**config.mk**
```make
export PLATFORM = sky130hd
export DESIGN_NAME = sprw_s2_reduce
export DESIGN_NICKNAME = d
export VERILOG_FILES = /design/src/rtl/sprw_s2_reduce.sv
export SDC_FILE = /design/constraint.sdc
export NUM_CORES = 1
export LEC_CHECK = 0
export ABC_AREA = 1
export CAP_MARGIN = 20
export CORE_MARGIN = 3
export CORE_UTILIZATION = 49
export CTS_CLUSTER_SIZE = 25
export DETAILED_ROUTE_END_ITERATION = 16
export PLACE_DENSITY = 0.68
export SETUP_SLACK_MARGIN = 0.02
export SLEW_MARGIN = 20
export SYNTH_ARGS = -nofsm -noshare
export SYNTH_HDL_FRONTEND = slang
export SYNTH_SLANG_ARGS = --single-unit
export TNS_END_PERCENT = 100
```
**constraint.sdc**
```tcl
create_clock -name clk -period 4.9 [get_ports clk]
set_input_delay 0.98 -clock clk [delete_from_list [all_inputs] [get_ports clk]]
set_output_delay 0.98 -clock clk [all_outputs]
set_load 0.01 [all_outputs]
```
**src/rtl/sprw_s2_reduce.sv**
```systemverilog
`default_nettype none
// ============================================================================
// Module  : sprw_s2_reduce
// Brief   : Two-stage masked lane reduction (SUM/MAX/MIN/XOR, signed and
//           unsigned, NOP pack) with valid/ready flow control.
//           Define SPRW_S2_ACC_EN to build the SUM/USUM accumulator.
// Revision: 1.0 - initial release
// ============================================================================
module sprw_s2_reduce #(
  parameter int LANES = 4,
  parameter int LW    = 16
) (
  input  logic                clk,
  input  logic                rst,
  input  logic                in_valid,
  output logic                in_ready,
  input  logic [LANES*LW-1:0] in_lanes,
  input  logic [2:0]          in_op2,
  input  logic [LANES-1:0]    in_mask,
`ifdef SPRW_S2_ACC_EN
  input  logic                in_acc,
`endif
  output logic                out_valid,
  input  logic                out_ready,
  output logic [31:0]         out_result
);

  localparam int c_NP = LANES / 2;

  localparam logic [2:0] c_OP_NOP  = 3'b000;
  localparam logic [2:0] c_OP_SUM  = 3'b001;
  localparam logic [2:0] c_OP_MAX  = 3'b010;
  localparam logic [2:0] c_OP_MIN  = 3'b011;
  localparam logic [2:0] c_OP_XOR  = 3'b100;
  localparam logic [2:0] c_OP_USUM = 3'b101;
  localparam logic [2:0] c_OP_UMAX = 3'b110;
  localparam logic [2:0] c_OP_UMIN = 3'b111;

  function automatic logic f_signed(input logic [2:0] op);
    return (op == c_OP_SUM) || (op == c_OP_MAX) || (op == c_OP_MIN);
  endfunction

  // Lanes are widened to 32 bits up front so every combine works at one width;
  // sign-extended values order the same as the LW-bit signed compare.
  function automatic logic [31:0] f_ext(input logic [2:0] op,
                                        input logic [LW-1:0] lane,
                                        input logic en);
    logic [LW-1:0]      v;
    logic signed [31:0] s;
    v = lane;
    if (!en) begin
      case (op)
        c_OP_MAX:  v = {1'b1, {(LW-1){1'b0}}};
        c_OP_MIN:  v = {1'b0, {(LW-1){1'b1}}};
        c_OP_UMIN: v = '1;
        default:   v = '0;
      endcase
    end
    s = $signed(v);
    if (f_signed(op)) return s;
    return 32'(v);
  endfunction

  function automatic logic [31:0] f_comb(input logic [2:0] op,
                                         input logic [31:0] a,
                                         input logic [31:0] b);
    case (op)
      c_OP_SUM, c_OP_USUM: return a + b;
      c_OP_MAX:  return ($signed(a) > $signed(b)) ? a : b;
      c_OP_MIN:  return ($signed(a) < $signed(b)) ? a : b;
      c_OP_UMAX: return (a > b) ? a : b;
      c_OP_UMIN: return (a < b) ? a : b;
      c_OP_XOR:  return a ^ b;
      default:   return a;
    endcase
  endfunction

  logic [c_NP-1:0][31:0] w_part;
  logic [c_NP-1:0][31:0] r_s1_part;
  logic                  r_s1_valid;
  logic [2:0]            r_s1_op;
  logic                  r_s2_valid;
  logic [31:0]           r_s2_result;
  logic                  w_s1_adv;
  logic                  w_s2_adv;
  logic [31:0]           w_red;
  logic [31:0]           w_total;

  assign w_s2_adv = !r_s2_valid || out_ready;
  assign w_s1_adv = !r_s1_valid || w_s2_adv;
  assign in_ready = w_s1_adv && !rst;

  // Mask is consumed here: masked lanes become identities inside each partial.
  genvar p;
  generate
    for (p = 0; p < c_NP; p++) begin : g_pair
      logic [LW-1:0] w_lo;
      logic [LW-1:0] w_hi;
      assign w_lo = in_lanes[2*p*LW +: LW];
      assign w_hi = in_lanes[(2*p+1)*LW +: LW];
      assign w_part[p] = (in_op2 == c_OP_NOP) ? {w_hi[15:0], w_lo[15:0]} :
                         f_comb(in_op2, f_ext(in_op2, w_lo, in_mask[2*p]),
                                        f_ext(in_op2, w_hi, in_mask[2*p+1]));
    end
  endgenerate

  always_ff @(posedge clk or posedge rst) begin
    if (rst) begin
      r_s1_valid <= 1'b0;
      r_s1_op    <= '0;
      r_s1_part  <= '0;
    end else if (w_s1_adv) begin
      r_s1_valid <= in_valid;
      if (in_valid) begin
        r_s1_op   <= in_op2;
        r_s1_part <= w_part;
      end
    end
  end

  always_comb begin
    w_red = r_s1_part[0];
    for (int i = 1; i < c_NP; i++) begin
      w_red = f_comb(r_s1_op, w_red, r_s1_part[i]);
    end
  end

`ifdef SPRW_S2_ACC_EN
  logic        r_s1_acc;
  logic [31:0] r_acc;
  logic        w_is_sum;

  assign w_is_sum = (r_s1_op == c_OP_SUM) || (r_s1_op == c_OP_USUM);
  assign w_total  = (w_is_sum && r_s1_acc) ? (w_red + r_acc) : w_red;

  always_ff @(posedge clk or posedge rst) begin
    if (rst) begin
      r_s1_acc <= 1'b0;
    end else if (w_s1_adv && in_valid) begin
      r_s1_acc <= in_acc;
    end
  end

  always_ff @(posedge clk or posedge rst) begin
    if (rst) begin
      r_acc <= '0;
    end else if (w_s2_adv && r_s1_valid && w_is_sum) begin
      r_acc <= w_total;
    end
  end
`else
  assign w_total = w_red;
`endif

  always_ff @(posedge clk or posedge rst) begin
    if (rst) begin
      r_s2_valid  <= 1'b0;
      r_s2_result <= '0;
    end else if (w_s2_adv) begin
      r_s2_valid <= r_s1_valid;
      if (r_s1_valid) begin
        r_s2_result <= w_total;
      end
    end
  end

  assign out_valid  = r_s2_valid;
  assign out_result = r_s2_result;

endmodule
`default_nettype wire

```
# Word-level counts from Yosys, hierarchy flattened
# Cells that the tools add are included.
totals:
  register_bits: 101
  inputBits: 75
  elab_cells: 82
classes:
  n_addsub: 3
  order_cmp: 12
  eq_ne: 14
  n_mux: 31
  n_bitwise: 3
  n_reduce_logical: 13
op_table:
  columns: ["cell", "count"]
  rows:
  - ["two-way mux 32 bit", 22]
  - ["case mux 32 bit (6 select lines)", 3]
  - ["greater-than comparator 32 bit", 6]
  - ["less-than comparator 32 bit", 6]
  - ["adder 32 bit", 3]
  - ["XOR 32 bit", 3]
  - ["two-way mux 16 bit", 4]
  - ["case mux 16 bit (3 select lines)", 1]
  - ["== test 3 bit (second input constant)", 8]
  - ["== test 3 x 2 -> 1 bit (second input constant)", 4]
  - ["== test 3 x 1 -> 1 bit (second input constant)", 2]
  - ["logical OR 1 bit", 4]
  - ["AND reduction 2 bit", 2]
  - ["OR reduction 2 bit", 2]
  - ["zero test 1 bit", 3]
  - ["zero test 3 bit", 1]
  - ["logical AND 1 bit", 1]
  - ["two-way mux 1 bit", 1]

# Logic depth before layout (Yosys ltp)
# Gate-level depths: netlist of run 1.
depth:
  word_depth: 9
  depth_mapped: 27

# Worst setup path after synthesis of run 1
# No wires, ideal clock.
synth_timing:
  path_type: "input-to-output"
  startpoint: "input rst"
  endpoint: "output in_ready"
  arrival_ns: 3.375
  required_ns: 3.920
  path_slack_ns: 0.545
  stages: 3
  path_cell_list: "inv_1 -> nand2_1 -> inv_1"
synth_via:
  elab_chain_len: 2
synth_lines:
  columns: ["element", "line", "source"]
  rows:
  - ["start, declared", "14", "input logic rst,"]
  - ["zero test 1 bit (no line)", null, null]
  - ["logical AND 1 bit", "91", "assign in_ready = w_s1_adv && !rst;"]
  - ["end, declared", "16", "output logic in_ready,"]
# No other way between the ends.

# Final worst setup path of run 1
layout_timing:
  startpoint: "input in_op2[0]"
  endpoint: "register r_s1_part[25] (netlist bit)"
layout_via:
  elab_chain_len: 9
layout_lines:
  columns: ["element", "line", "source"]
  rows:
  - ["start, declared", "18", "input logic [2:0] in_op2,"]
  - ["== test 3 bit, or another cell as far along", "52, 67", null]
  - ["case mux 16 bit (3 select lines) / logical OR 1 bit (equally long branches)", "52, 40", null]
  - ["two-way mux 16 bit / logical OR 1 bit (equally long branches)", "51, 40", null]
  - ["two-way mux 32 bit / two-way mux 1 bit (equally long branches)", "60", "if (f_signed(op)) return s;"]
  - ["two-way mux 32 bit", "61", "return 32'(v);"]
  - ["less-than comparator 32 bit, or another cell as far along", "72", "c_OP_UMIN: return (a < b) ? a : b;"]
  - ["two-way mux 32 bit (on tied branches)", null, null]
  - ["case mux 32 bit (6 select lines)", "67", "case (op)"]
  - ["two-way mux 32 bit (*)", "101", "assign w_part[p] = (in_op2 == c_OP_NOP) ? {w_hi[15:0], w_lo[15:0]} :"]
  - ["end signal, assigned", "116", "r_s1_part <= w_part;"]
  - ["end, declared", "79", "logic [c_NP-1:0][31:0] r_s1_part;"]
# Every way passes the cells marked *; elsewhere a longest branch is shown, timed or not. The select of a mux whose other input is x is not followed.
# A chain may end at the register's enable or synchronous reset.

==> results of run 1 <==
flip-flops by register name (all words and copies together) (netlist names):
register,cells
out_valid,1
out_result,32
r_s1_valid,1
r_s1_op,3
r_s1_part,64
worst min-delay path: stages, from the launching register on:
cell and delay (ns):
dfrtp_1 0.34, nand2_1 0.05, nand2_1 0.05
stage by stage:
step | total power [mW] | hold slack [ns]
6_report | 6.803 | 0.4805
3_3_place_gp | 5.805 | 0.4607
3_5_place_dp | 5.887 | 0.4640
2_1_floorplan | 4.299 | 0.4963
4_1_cts | 6.666 | 0.4825
5_1_grt | 7.325 | 0.4920
cell families (layout without fill, tap and decap cells):
group | after synthesis | after routing | synth area share, %
and+or+nand+nor | 1514 | 1514 | 41.77
adders and majority gates | 136 | 136 | 11.04
AOI/OAI and AO/OA | 568 | 568 | 19.19
buffers and inverters | 459 | 578 | 11.76
DFF | 101 | 101 | 16.19
other | 0 | 1 | 0
xor gates and xnor gates | 1 | 1 | 0.05611
final timing paths:
check                                             end  slack (ns)  cells after the start
setup / recovery            r_s1_part[25]$_DFFE_PP0P_        0.45                     24
setup reg to reg            out_result[1]$_DFFE_PP0P_        0.77                     16
min in group asynchronous  out_result[12]$_DFFE_PP0P_        0.94                      2
max in group asynchronous   r_s1_part[36]$_DFFE_PP0P_        2.66                      3
hold reg to reg            out_result[11]$_DFFE_PP0P_        0.48                      2
hold / removal             out_result[11]$_DFFE_PP0P_        0.48                      2
synthesized netlist by cell type, drive strengths merged, types with 9 or more instances:
library cell / instances / area (um2)
nand2: 770 / 2940
buf: 49 / 291.5
inv: 330 / 1239
a21oi: 186 / 934.7
nand4: 57 / 362.8
nand3b: 16 / 120.1
o21bai: 19 / 142.6
o21ai: 322 / 1612
nor3: 20 / 115.1
ha: 133 / 1664
o211ai: 10 / 75.07
nand3: 328 / 1692
dfrtp: 101 / 2527
a22oi: 9 / 67.56
clkbuf: 75 / 286.5
nor2: 309 / 1197
where the power goes:
| part | internal (mW) | switching, mW |
|---|---|---|
| registers | 1.08 | 0.330 |
| clock network | 0.414 | 0.352 |
| logic | 1.58 | 3.04 |
| total | 3.08 | 3.72 |
layout make-up:
class / instances / area (um2) / share of cell area, %
multi-input combinational: 2219 / 11310 / 63.07
sequential: 101 / 2527 / 14.10
timing repair buffer: 227 / 2032 / 11.34
inverter: 335 / 1260 / 7.029
tap: 396 / 495.5 / 2.764
clock buffer: 12 / 246.5 / 1.375
clock inverter: 4 / 55.05 / 0.3071
antenna: 1 / 2.502 / 0.01396
layer usage:
layer	track usage [%]	part of all wire (%)	vias up	wire, um
met5	0	0	-	0
met4	16.75	4.7	0	3064
met3	6.809	10	175	6623
met2	56.50	42	1126	27700
met1	53.35	43	9033	28260
li1	-	-	9322	-
what timing repair did:
action / 4_1_cts / 5_1_grt
hold endpoints to repair: 0 / 0
resized for setup: 0 / 4
endpoints found under the setup margin: 0 / 20
==> impl_metrics.ini, run 1 <==
[clocking]
cts_setup_buffers = 0
path_clk_slew_ns = 0.08
cts_tree = yes
clock_latency_ns = 0.37
cts_hold_buffers = 0
clk_path_buf_depth = 2
cts_buffers = 9
root_buffer = clkbuf_16
cts.sinks = 101
htree_levels = 3

[placement]
post_dp_cell_area_um2 = 17580
hpwl_um = 50940
portBuffers = 108
gp_congestion = 1.029
pre_cts_ws_ns = -0.1027
dp.cells = 3277

[floorplanning]
die_h_um = 184.5
rows = 64
io_pins = 109
coreArea_um2 = 30990
start_util_pct = 50.38
die_w_um = 184.5
die-area_um2 = 34040

[pwr]
p_per_area_nw_per_um2 = 379.5
ir_drop_mv = 0.2500
leakagePower_nw = 9.405

[logic_synthesis]
synthArstFlopShare_pct = 100.0
synth_flop_cell = dfrtp_1
yosys_warnings = 0
syn_nets = 2990
ys_seq_area_share_pct = 16.19
ys_ff_latch = 101
syn_inst = 2779
synth-edff-count = 0
syn_area_um2 = 15610
syn_area_per_cell_um2 = 5.618
synthDistinctLibCells = 44

[setup_path]
crit_family = simple AND/OR/NAND/NOR gates
path_max_fanout = 19
crit_type = in2reg
end_kind = flip-flop
arrival_ns = 4.72
cp.required_ns = 5.16
path_cells = clkdlybuf4s50_1 > nand2_1 > nor2_1 > nor2_1 > inv_2 > nand2_1 > o21a_1 > inv_1 > ha_1 > nor2_1 > nand3_1 > nor4_4 > nand2_1 > nand2_2 > nand2_2 > nand2_2 > buf_4 > nand3_1 > nand3_1 > nand2_1 > nor2_4 > nand2_2 > nand2_1 > nand2_1
start_kind = input port
crit_slowest_cell = clkdlybuf4s50_1
critPathBufInv = 4
timing.critical_path.mode_cell = nand2_1
rr_startpoint = r_s1_part[51]$_DFFE_PP0P_
critPathMaxStageDelay_ns = 0.47
startpoint = in_op2[0]

[drt]
drt_iter0_drc = 2178
routedWlPerCell_um = 19.92
drtAntennaViolNets = 0
wl_um = 65650
drtPass1Iterations = 9
drc_errors = 0
num_vias = 19660
routed_via_density = 5.965

[global_route]
antenna_found_initial = 2
grt_pass1_wl_um = 101900
grt_usage_pct = 37.86
grt_max_degree = 80
grt_pass1_vias = 18030
overflow = 0

[finish]
post-route-util_pct = 57.84
syn2layout_area_growth_pct = 14.81
fin_area_um2 = 17920
stdcell_count = 3295
final_common_cell = nand2_1
nFillCells = 3203
drive_gt1_share_pct = 6.694
nNetsFinal = 3104
mostFrequentLayoutCells = 753 x nand2_1, 321 x nand3_1, 318 x inv_1, 299 x nor2_1, 278 x o21ai_0

[sta]
fin_crit_ns = 4.453
fmax_mhz = 224.6
hold_viol = 0
slew_violations = 0
setup_viol = 0
max_slew_margin_pct = 20.75
finClkSkew_ns = 0.01176
worst_pin_slew_ns = 1.182
finalCritPeriodShare_pct = 90.88
fin_ws_ns = 0.4468
grt_setup_unrepaired = false
tns_ns = 0

[worst_hold_path]
hp-start = out_result[11]$_DFFE_PP0P_
hold_path_class = reg2reg

[outcome]
outcome = complete, no violations

[run]
maxCapViolations = 0
Power figures use the tool's default switching activity.
==> inputs of run 2 (changes only) <==
--- a/config.mk
+++ b/config.mk
@@ -6,12 +6,13 @@
 export NUM_CORES = 1
 export LEC_CHECK = 0
 export ABC_AREA = 1
+export ABC_CLOCK_PERIOD_IN_PS = 4900
 export CAP_MARGIN = 20
 export CORE_MARGIN = 3
-export CORE_UTILIZATION = 49
+export CORE_UTILIZATION = 55
 export CTS_CLUSTER_SIZE = 25
 export DETAILED_ROUTE_END_ITERATION = 16
-export PLACE_DENSITY = 0.68
+export PLACE_DENSITY = 0.74
 export SETUP_SLACK_MARGIN = 0.02
 export SLEW_MARGIN = 20
 export SYNTH_ARGS = -nofsm -noshare
==> impl_metrics.ini, run 2 (same netlist as run 1, synthesis figures left out) <==
[outcome]
outcome = complete, no violations

[pwr]
clkPwrFrac_pct = 11.6
pwr-share-comb_pct = 67.4
p_per_area_nw_per_um2 = 381.8
sequentialPowerShare_pct = 21.0
leakagePower_nw = 9.377
power.switching_mw = 3.802
ir_drop_mv = 0.2967
swShare_pct = 55.75
p_int_mw = 3.017

[global_route]
overflow = 0
antenna_found_initial = 0
grt_pass1_vias = 18420
grt_max_degree = 80
grt_pass1_wl_um = 99750
grt_usage_pct = 40.79

[sta]
setup_viol = 0
tns_ns = 0
fmax_mhz = 221.2
fin_crit_ns = 4.522
finClkSkew_ns = 0.01173
slew_violations = 0
max_slew_margin_pct = 23.06
grt_setup_unrepaired = false
hold_viol = 0
finalCritPeriodShare_pct = 92.28
worst_pin_slew_ns = 1.150

[setup_path]
path_max_fanout = 9
critPathBufInv = 7
crit_family = simple AND/OR/NAND/NOR gates
timing.critical_path.mode_cell = nand2_1
rr_worst_depth = 18
critPathMaxStageDelay_ns = 0.54
end_kind = flip-flop
arrival_ns = 4.79
crit_type = in2reg
crit_slowest_cell = clkdlybuf4s50_1
cp.required_ns = 5.16
path_cells = clkdlybuf4s50_1 > nand2_1 > nor2_1 > nor2_1 > inv_2 > nand2_1 > o21ai_1 > inv_1 > nor2_1 > inv_1 > ha_1 > inv_1 > or2_2 > nand2_2 > inv_1 > nand3_1 > nand3_2 > nand2_1 > nand2_1 > inv_1 > nand2_1 > nand2_1 > nand2_1
start_kind = input port
path_depth = 23

[finish]
drive_gt1_share_pct = 6.438
largest_register_ffs = 64
fin_area_um2 = 17860
final_common_cell = nand2_1
nNetsFinal = 3095
mostFrequentLayoutCells = 753 x nand2_1, 321 x nand3_1, 318 x inv_1, 299 x nor2_1, 277 x o21ai_0
syn2layout_area_growth_pct = 14.38
max_flop_register = r_s1_part

[clocking]
clk_path_buf_depth = 2
cts.sinks = 101
cts_buffers = 9
cts_tree = yes
clock_latency_ns = 0.37
htree_levels = 3
path_clk_slew_ns = 0.09
cts_hold_buffers = 0
root_buffer = clkbuf_16

[worst_hold_path]
hold_depth = 2
hold_path_class = reg2reg

[drt]
drtPass1Iterations = 9
routed_via_density = 6.132
drc_errors = 0
routedWlPerCell_um = 19.79
num_vias = 20040
drtAntennaViolNets = 0
wl_um = 64670
drt_iter0_drc = 2799

[floorplanning]
start_util_pct = 56.04
io_pins = 109
die-area_um2 = 30440
rows = 61
die_h_um = 174.5
coreArea_um2 = 27860
die_w_um = 174.5

[placement]
portBuffers = 108
gp_congestion = 1.019
post_dp_cell_area_um2 = 17480
hpwl_um = 49180

[run]
maxCapViolations = 0
run 2: power by group through the flow:
stage / Combinational [mW] / Sequential [mW] / Clock, mW
after floorplan: 2.95 / 1.35 / 0
after global placement: 4.31 / 1.41 / 0
after detailed placement: 4.41 / 1.41 / 0
after CTS: 4.44 / 1.40 / 0.792
after global routing: 5.01 / 1.45 / 0.824
final: 4.59 / 1.43 / 0.794
run 2: path summary, 6_finish.rpt:
path | start | to | slack, ns
hold / removal | out_result[28]$_DFFE_PP0P_ | out_result[28]$_DFFE_PP0P_ | 0.48
hold reg to reg | out_result[28]$_DFFE_PP0P_ | out_result[28]$_DFFE_PP0P_ | 0.48
max in group asynchronous | rst | r_s1_part[48]$_DFFE_PP0P_ | 2.49
setup reg to reg | r_s1_part[57]$_DFFE_PP0P_ | out_result[18]$_DFFE_PP0P_ | 0.67
min in group asynchronous | rst | out_result[11]$_DFFE_PP0P_ | 1.18
setup / recovery | in_op2[1] | r_s1_part[42]$_DFFE_PP0P_ | 0.38
run 2: routing by layer:
layer  global-route usage, %  vias up  part of all wire (%)
li1                        -     9319                     -
met1                   53.68     9005                    39
met2                   61.45     1417                    42
met3                   9.436      297                    12
met4                   23.09        0                   6.6
met5                       0        -                     0
run 2: metrics by stage:
stage	utilization (%)	power, mW	hold slack [ns]	cells	worst slack [ns]
4_1_cts	63.88	6.632	0.4861	3265	0.2558
3_5_place_dp	62.74	5.824	0.4647	3249	-0.1156
2_1_floorplan	-	4.299	0.4963	2779	0.5454
6_report	64.10	6.818	0.4805	3268	0.3784
5_1_grt	64.09	7.281	0.5025	3267	0.07152
3_3_place_gp	62.74	5.712	0.4607	3249	-0.05273
run 2: worst register-to-register path, delay by kind of cell (launching register included):
| kind | cells | cell delay (ns) |
|---|---|---|
| fa+ha+maj | 1 | 0.35 |
| buf+inv | 3 | 0.55 |
| flops | 1 | 0.52 |
| simple gates | 14 | 2.72 |
run 2: final cells by class:
cell class,count,area (um2)
Clock buffer,9,225.2
Fill cell,2767,10000
Clock inverter,7,91.34
Sequential cell,101,2527
Multi-Input combinational cell,2219,11290
Tap cell,378,473.0
Antenna cell,1,2.502
Inverter,335,1260
Timing Repair Buffer,218,1984
run 2: timing repair:
item | CTS | global route
resized for setup | 0 | 3
buffers inserted | 0 | 0
setup endpoints to repair | 0 | 18
